$ cat src/rtl/dpu_mac_sequencer.sv
`default_nettype none
// ============================================================================
// Module   : dpu_mac_sequencer
// Purpose  : Streams k_len operand words into the 2x2 MAC array, chains the
//            accumulators, then applies bias/LeakyReLU/requantize/int8 saturate.
// Options  : DPU_SEQ_ROUND_EN selects round-half-up requantize (default: truncate)
// Revision : 1.0 - initial release
// ============================================================================
module dpu_mac_sequencer #(
  parameter int K_MAX = 256,
  parameter int KW    = $clog2(K_MAX + 1)
) (
  input  logic          clk,
  input  logic          rst,
  input  logic          start,
  input  logic          abort,
  input  logic [KW-1:0] k_len,
  input  logic [31:0]   bias0,
  input  logic [31:0]   bias1,
  input  logic [4:0]    shift,
  output logic          busy,
  output logic          done,
  output logic          op_rd_en,
  output logic [KW-1:0] op_addr,
  input  logic [31:0]   op_w,
  input  logic [15:0]   op_a,
  output logic          mac_valid,
  output logic [31:0]   mac_w,
  output logic [15:0]   mac_a,
  output logic [63:0]   mac_acc_in,
  input  logic [63:0]   mac_acc_out,
  output logic          res_valid,
  input  logic          res_ready,
  output logic [15:0]   res_data
);

  localparam logic [KW-1:0] C_KMAX = KW'(K_MAX);

  typedef enum logic [2:0] {
    S_IDLE  = 3'd0,
    S_RUN   = 3'd1,
    S_DRAIN = 3'd2,
    S_POST  = 3'd3,
    S_OUT   = 3'd4
  } state_t;

  state_t        r_state, w_state_nxt;
  logic [KW-1:0] r_cnt, r_klen;
  logic          r_drain, r_first, r_mac_valid, r_done;
  logic [63:0]   r_bias;
  logic [4:0]    r_shift;
  logic [15:0]   r_res;
  logic          w_last;
  logic [7:0]    w_out [2];

  function automatic logic [7:0] f_post(input logic signed [31:0] acc,
                                        input logic signed [31:0] bias,
                                        input logic [4:0]         sh);
    logic signed [33:0] y, l, q;
    y = 34'(acc) + 34'(bias);
    l = (y > 34'sd0) ? y : (y >>> 3);
`ifdef DPU_SEQ_ROUND_EN
    if (sh != 5'd0) q = (l + (34'sd1 <<< (sh - 5'd1))) >>> sh;
    else            q = l;
`else
    q = l >>> sh;
`endif
    if (q > 34'sd127)       return 8'h7F;
    else if (q < -34'sd128) return 8'h80;
    else                    return q[7:0];
  endfunction

  for (genvar gi = 0; gi < 2; gi++) begin : g_col
    assign w_out[gi] = f_post(mac_acc_out[32*gi +: 32], r_bias[32*gi +: 32], r_shift);
  end

  assign w_last = (r_cnt == r_klen - 1'b1);

  always_ff @(posedge clk or posedge rst) begin
    if (rst) r_state <= S_IDLE;
    else     r_state <= w_state_nxt;
  end

  always_comb begin
    w_state_nxt = r_state;
    busy        = (r_state != S_IDLE);
    op_rd_en    = (r_state == S_RUN);
    op_addr     = (r_state == S_RUN) ? r_cnt : '0;
    res_valid   = (r_state == S_OUT);
    if (abort) begin
      w_state_nxt = S_IDLE;
    end else begin
      case (r_state)
        S_IDLE:  if (start && (k_len != '0)) w_state_nxt = S_RUN;
        S_RUN:   if (w_last) w_state_nxt = S_DRAIN;
        S_DRAIN: if (r_drain) w_state_nxt = S_POST;
        S_POST:  w_state_nxt = S_OUT;
        S_OUT:   if (res_ready) w_state_nxt = S_IDLE;
        default: w_state_nxt = S_IDLE;
      endcase
    end
  end

  always_ff @(posedge clk or posedge rst) begin
    if (rst) begin
      r_cnt       <= '0;
      r_klen      <= '0;
      r_drain     <= 1'b0;
      r_first     <= 1'b0;
      r_mac_valid <= 1'b0;
      r_done      <= 1'b0;
      r_bias      <= '0;
      r_shift     <= '0;
      r_res       <= '0;
    end else begin
      r_done      <= 1'b0;
      r_mac_valid <= op_rd_en && !abort;
      r_drain     <= (r_state == S_DRAIN) ? ~r_drain : 1'b0;
      if (r_mac_valid) r_first <= 1'b0;
      if ((r_state == S_IDLE) && start && !abort) begin
        if (k_len == '0) begin
          r_done <= 1'b1;
        end else begin
          r_klen  <= (k_len > C_KMAX) ? C_KMAX : k_len;
          r_bias  <= {bias1, bias0};
          r_shift <= shift;
          r_cnt   <= '0;
          r_first <= 1'b1;
        end
      end
      if ((r_state == S_RUN) && !abort) r_cnt <= r_cnt + 1'b1;
      if (r_state == S_POST) r_res <= {w_out[1], w_out[0]};
      if ((r_state == S_OUT) && res_ready && !abort) r_done <= 1'b1;
    end
  end

  // Operand buffer output is already registered; gate it with the step strobe.
  assign mac_valid  = r_mac_valid;
  assign mac_w      = r_mac_valid ? op_w : '0;
  assign mac_a      = r_mac_valid ? op_a : '0;
  assign mac_acc_in = (r_mac_valid && !r_first) ? mac_acc_out : '0;
  assign done       = r_done;
  assign res_data   = r_res;

endmodule
`default_nettype wire
$ cat config.mk
export PLATFORM = sky130hd
export DESIGN_NAME = dpu_mac_sequencer
export DESIGN_NICKNAME = d
export VERILOG_FILES = /design/src/rtl/dpu_mac_sequencer.sv
export SDC_FILE = /design/constraint.sdc
export NUM_CORES = 1
export LEC_CHECK = 0
export CORE_UTILIZATION = 25
export DETAILED_ROUTE_END_ITERATION = 8
export GPL_TIMING_DRIVEN = 0
export RECOVER_POWER = 100
export SYNTH_ARGS = -nofsm -noshare
export SYNTH_HDL_FRONTEND = slang
export SYNTH_SLANG_ARGS = --single-unit
$ cat constraint.sdc
create_clock -name clk -period 8.8 [get_ports clk]
set_input_delay 1.76 -clock clk [delete_from_list [all_inputs] [get_ports clk]]
set_output_delay 1.76 -clock clk [all_outputs]
set_load 0.05 [all_outputs]
# Word level (Yosys, flattened, before mapping)
# Cells that the tools add are included.
[totals]
ff_bits = 110
in_bits = 195
[op_classes]
addsub = 4
n_lt_le_gt_ge = 7
eq_ne = 10
n_shift = 2
muxes = 27
bitwise_logic = 2
n_reduce_logical = 17
[ops]
columns = ["operator", "count"]
rows = [
  ["two-way mux 32 bit", 3],
  ["> comparator 34 x 8 -> 1 bit (second input constant)", 2],
  ["less-than comparator 34 x 8 -> 1 bit (second input constant)", 2],
  [">>> shifter 33 x 5 -> 34 bit", 2],
  ["adder 32 x 32 -> 33 bit", 2],
  ["> comparator 33 x 1 -> 1 bit (second input constant)", 2],
  ["two-way mux 64 bit", 1],
  ["two-way mux 9 bit", 5],
  ["two-way mux 8 bit", 4],
  ["two-way mux 16 bit", 1],
  ["two-way mux 3 bit", 5],
  ["case mux 3 bit (5 select lines)", 1],
  ["adder 9 x 1 -> 9 bit (second input constant)", 1],
  ["equality test 9 bit", 1],
  ["> comparator 9 bit (second input constant)", 1],
  ["zero test 9 bit", 1],
  ["nonzero test 9 bit", 1],
  ["subtractor 9 x 1 -> 9 bit (second input constant)", 1],
  ["logical AND 1 bit", 7],
  ["two-way mux 1 bit", 7],
  ["equality test 3 x 2 -> 1 bit (second input constant)", 2],
  ["inequality test 3 x 2 -> 1 bit (second input constant)", 2],
  ["inequality test 3 bit (second input constant)", 2],
  ["AND reduction 2 bit", 2],
  ["9 further kinds", 11],
]

# Logic depth before layout (Yosys ltp)
[depth]
ltp_word = 7
ltp_mapped = 21
depth_no_buf = 18

# Worst setup path before layout
# OpenSTA, ideal clock, no wires.
[synth_timing]
path_type = "input to register"
startpoint = "input mac_acc_out[32]"
endpoint = "register r_res[8], in the netlist res_data[8]"
arrival_time_ns = 5.920
path_slack_ns = 2.732
cell_stages = 18
path_cell_list = "ha_1 inv_1 fa_1 nand2b_1 a211oi_2 o2111ai_1 a31oi_1 o21ai_1 and2_4 or4_4 nor3_4 mux2i_1 nor4_1 nor4b_1 nand2_1 or4_4 o41ai_4 o211ai_1"
[synth_between]
elab_chain_cells = 7
word_cells_on_any_way = 8
cone_classes = "add/sub (1); order compare (3); shift (1); mux (3)"
[synth_rtl]
columns = ["element", "line", "rtl"]
rows = [
  ["start: declaration", "31", "input logic [63:0] mac_acc_out,"],
  ["adder 32 x 32 -> 33 bit *", "60", "y = 34'(acc) + 34'(bias);"],
  ["> comparator 33 x 1 -> 1 bit", "61", "l = (y > 34'sd0) ? y : (y >>> 3);"],
  ["two-way mux 32 bit", "61", ""],
  [">>> shifter 33 x 5 -> 34 bit *", "66", "q = l >>> sh;"],
  ["less-than comparator 34 x 8 -> 1 bit", "69", "else if (q < -34'sd128) return 8'h80;"],
  ["two-way mux 8 bit", "69", ""],
  ["two-way mux 8 bit *", "68", "if (q > 34'sd127) return 8'h7F;"],
  ["end signal: assignment", "132", "if (r_state == S_POST) r_res <= {w_out[1], w_out[0]};"],
  ["end: declaration", "52", "logic [15:0] r_res;"],
]
# Every way passes the cells marked *; elsewhere a longest branch is shown, timed or not.
# A chain may end at the register's enable or synchronous reset.

# Final worst setup path
[layout_timing]
startpoint = "input mac_acc_out[0]"
endpoint = "register r_res[1], in the netlist res_data[1]"
# The elaborated chain is that of the path after synthesis.

==> metrics.txt <==
Root Buffer Master=clkbuf_16; RR Startpoint=r_bias[0]$_DFFE_PP0P_; Post-CTS Setup Bufs=0; setup slack at placement=roughly 0.99 ns; Worst Max-Slew Pin Slew=3.20 ns; layout cells sized above 1=10.0%; CTS H-Tree Depth=3; critical path required time=9.10 ns; largest net degree at the start of global routing=58; routability cong.=1.00; violated checks=max-capacitance violations, max-slew violations; crit path kind=primary input to flip-flop; MaxCap Viol Count=2; Adder-Cell Fraction of Synth Area=5.56%; R2R setup slack=2.44 ns; setup TNS=0 ns; routed wl met2=29700 um; Worst Setup SP=mac_acc_out[0]; Tmin final=7.99 ns; drt wl/cell=20.9 um; #FFs+latches synth=110; Tot GR Track Use=20.7%; leak pwr=around 8.2 nW; vias in the first global route=16724; Slew HR=-113%; total gr overflow=0; FF-to-FF End=res_data[1]$_DFFE_PP0P_; CP Max Fanout=10; clk buf depth=2; # rows=91; DP Wirelength=54600 um; WHS Path Cells=1; Die X=251 um; clk_lat worst skew=0.42 ns; DRT Wirelength=67300 um; Final ANT Viol Nets=0; unrepaired setup endpoints after global routing=false; area grow syn2layout=30.3%; Seq. cell area=0.00275 mm^2; status=complete, but fails checks; Starting Density=between 20% and 30%; hold_sp=r_drain$_DFF_PP0_; Synth Flop Type=dfrtp_1; top post-synthesis cells by area=dfrtp_1, mux2_2, and2_1, nand2_1, ha_1; DRC viols=0; post_cts resized=0; M1 wire length=31200 um; register area share after synthesis=between 15 and 20%; CTS tree=yes; DR WL met3=about 4700 um; PortBufs=336; top cell type by total area after synthesis=dfrtp_1; share of the synthesized area in the top cell type=about 18%; core box area=a little over 0.06 mm^2; largest family of logic cells by synthesized area=compound AO/OA/AOI/OAI gates; Max Fclk=around 130 MHz; Worst setup SP type=primary input; Critical Path AT=just over 8 ns; final setup vio count=0; mux contribution to synthesized area=13.5%; vias per cell=5.47; Mean Syn Cell Area=7.66 um^2; CP endpoint kind=flip-flop; peak supply drop=around 200 uV; compound-gate portion of the synthesized area=29.3%; DRT iter0 DRCs=1784; Final Max Slew Viols=113; HP Class=flip-flop to flip-flop; Post-synth EDFFs=0; die area=0.0632 mm^2; first-pass GRT wire length=103000 um; Syn Nets=2295; Diodes inserted=0; Detailed Routing Iterations Pass 1=6; Post-synth ARST share=100%; Cell Count, Final, Fillers Out=3222; hold path endpoint=r_drain$_DFF_PP0_; cts hold-fix bufs=0; initial antenna violation count=1; multi-input gate area in the final layout=0.0120 mm^2; Yosys warnings=0; Fill cells=6587; power per cell area=~470 mW/mm^2; I/O pins=337; Synth Area in XOR/XNOR=2.81%; Tcrit/Tclk final=90.8%; Post-Synth Simple-Gate Area=26.0%; clk_skew=roughly 0.02 ns; dpl cells=3206; routed vias=between 15000 and 20000; Setup WS post-layout=~0.81 ns; Cells after Synth=around 2000; Reg2Reg Depth=20; Netlist cell types=between 100 and 150; CTS Buf Count=9; nets@finish=~2600; Die H=around 250 um; Clock Sinks=110; Top Metal Used=met4; Clock Pin Slew Worst Setup and Hold Paths=~0.08 ns; Mapped Area=~0.016 mm^2; final hold violations=0
==> cells in the final DEF (no fill, tap or decap), drive strengths merged, types with 52 or more instances in the layout <==
cell type and count:
a21oi 159, and2 145, clkbuf 98, clkdlybuf4s50 189, dfrtp 110, dlygate4sd3 147, ha 66, mux2 91
mux2i 65, nand2 225, nand3 56, nor2 162, o211ai 52, o21ai 130
==> metal layers <==
layer | vias to the layer above | GRT usage [%]
met2 | 746 | 31.7
met3 | 109 | 3.11
met1 | 8416 | 29.6
met5 | - | 0
li1 | 8346 | -
met4 | 0 | 6.71
==> state kept, by name (all words and copies together), names as in the netlist <==
name / cells
r_drain: 1
r_first: 1
r_state: 3
r_cnt: 9
mac_valid: 1
r_shift: 5
r_bias: 64
done: 1
res_data: 16
r_klen: 9
==> critical path, stage by stage <==
cell	delay, ns
clkdlybuf4s50_1	0.58
ha_1	0.24
inv_1	0.07
fa_1	0.39
nor2b_1	0.18
o31a_1	0.32
o21ai_0	0.33
a21o_1	0.33
a21oi_1	0.30
clkbuf_1	0.50
clkbuf_1	0.52
mux2i_1	0.44
mux2i_1	0.18
nand2_1	0.10
o21ai_0	0.28
a211o_1	0.41
a311oi_1	0.46
nand4_1	0.19
nor3_1	0.23
a21oi_2	0.16
o32ai_1	0.30
==> power by group <==
part           switching (mW)  internal (mW)  leakage [nW]
logic                    5.39           2.83          6.71
clock network           0.248          0.205         0.151
registers               0.130          0.700          1.30
total                    5.77           3.74          8.16
==> cell usage after synthesis, types with 13 or more instances <==
| cell type | number |
|---|---|
| nand2_1 | 223 |
| nor2_1 | 157 |
| a21oi_1 | 147 |
| and2_1 | 142 |
| dfrtp_1 | 110 |
| o21ai_0 | 106 |
| mux2_2 | 89 |
| clkbuf_1 | 79 |
| ha_1 | 66 |
| mux2i_1 | 65 |
| nand3_1 | 54 |
| o211ai_1 | 50 |
| nor3_1 | 48 |
| a211oi_1 | 44 |
| inv_1 | 38 |
| buf_2 | 30 |
| xnor2_1 | 26 |
| o21a_1 | 25 |
| xor2_1 | 24 |
| a21o_1 | 23 |
| and3_1 | 23 |
| nand4_1 | 22 |
| o21ai_1 | 21 |
| a31oi_1 | 20 |
| mux4_2 | 18 |
| nor4_1 | 17 |
| buf_1 | 15 |
| nand2b_1 | 14 |
| o22ai_1 | 14 |
| a221oi_1 | 13 |
==> layout make-up <==
type	instances	share of cell area (%)
plain buffers	139	3.03
clock buffers	9	1.11
clock inverters	7	0.426
inverters	44	0.821
multi-input cells	1739	59.3
flip-flops and latches	110	13.6
well taps	837	5.17
repair buffers	337	16.6
==> stage by stage <==
stage          hold slack, ns  utilization [%]  power (mW)  area [um^2]
4_1_cts                 0.421             33.0        9.27        20300
6_report                0.420             32.9        9.50        20300
2_1_floorplan           0.392                -        6.38        15600
5_1_grt                 0.446             32.9        10.1        20300
3_5_place_dp            0.410             32.5        8.76        20000
3_3_place_gp            0.403             32.4        8.84        20000
==> kinds of logic (layout without fill, tap and decap cells) <==
group                    count (synthesis)  in the layout
AND/OR/NAND/NOR                        795            795
AO/OA/AOI/OAI                          651            651
buffers and inverters                  183            536
multiplexers                           175            175
flip-flops                             110            110
adder cells (fa/ha/maj)                 68             68
XOR/XNOR                                50             50
==> worst max-delay path by stage <==
stage                                          end  slack [ns]  depth (start not counted)
after floorplan            res_data[8]$_DFFE_PP0P_        2.73                         18
after global placement    res_data[11]$_DFFE_PP0P_         1.0                         19
after detailed placement  res_data[14]$_DFFE_PP0P_        0.99                         19
after CTS                  res_data[9]$_DFFE_PP0P_        1.39                         19
after global routing       res_data[1]$_DFFE_PP0P_        0.51                         21
final                      res_data[1]$_DFFE_PP0P_        0.81                         21
(Power assumes the default switching activity.)
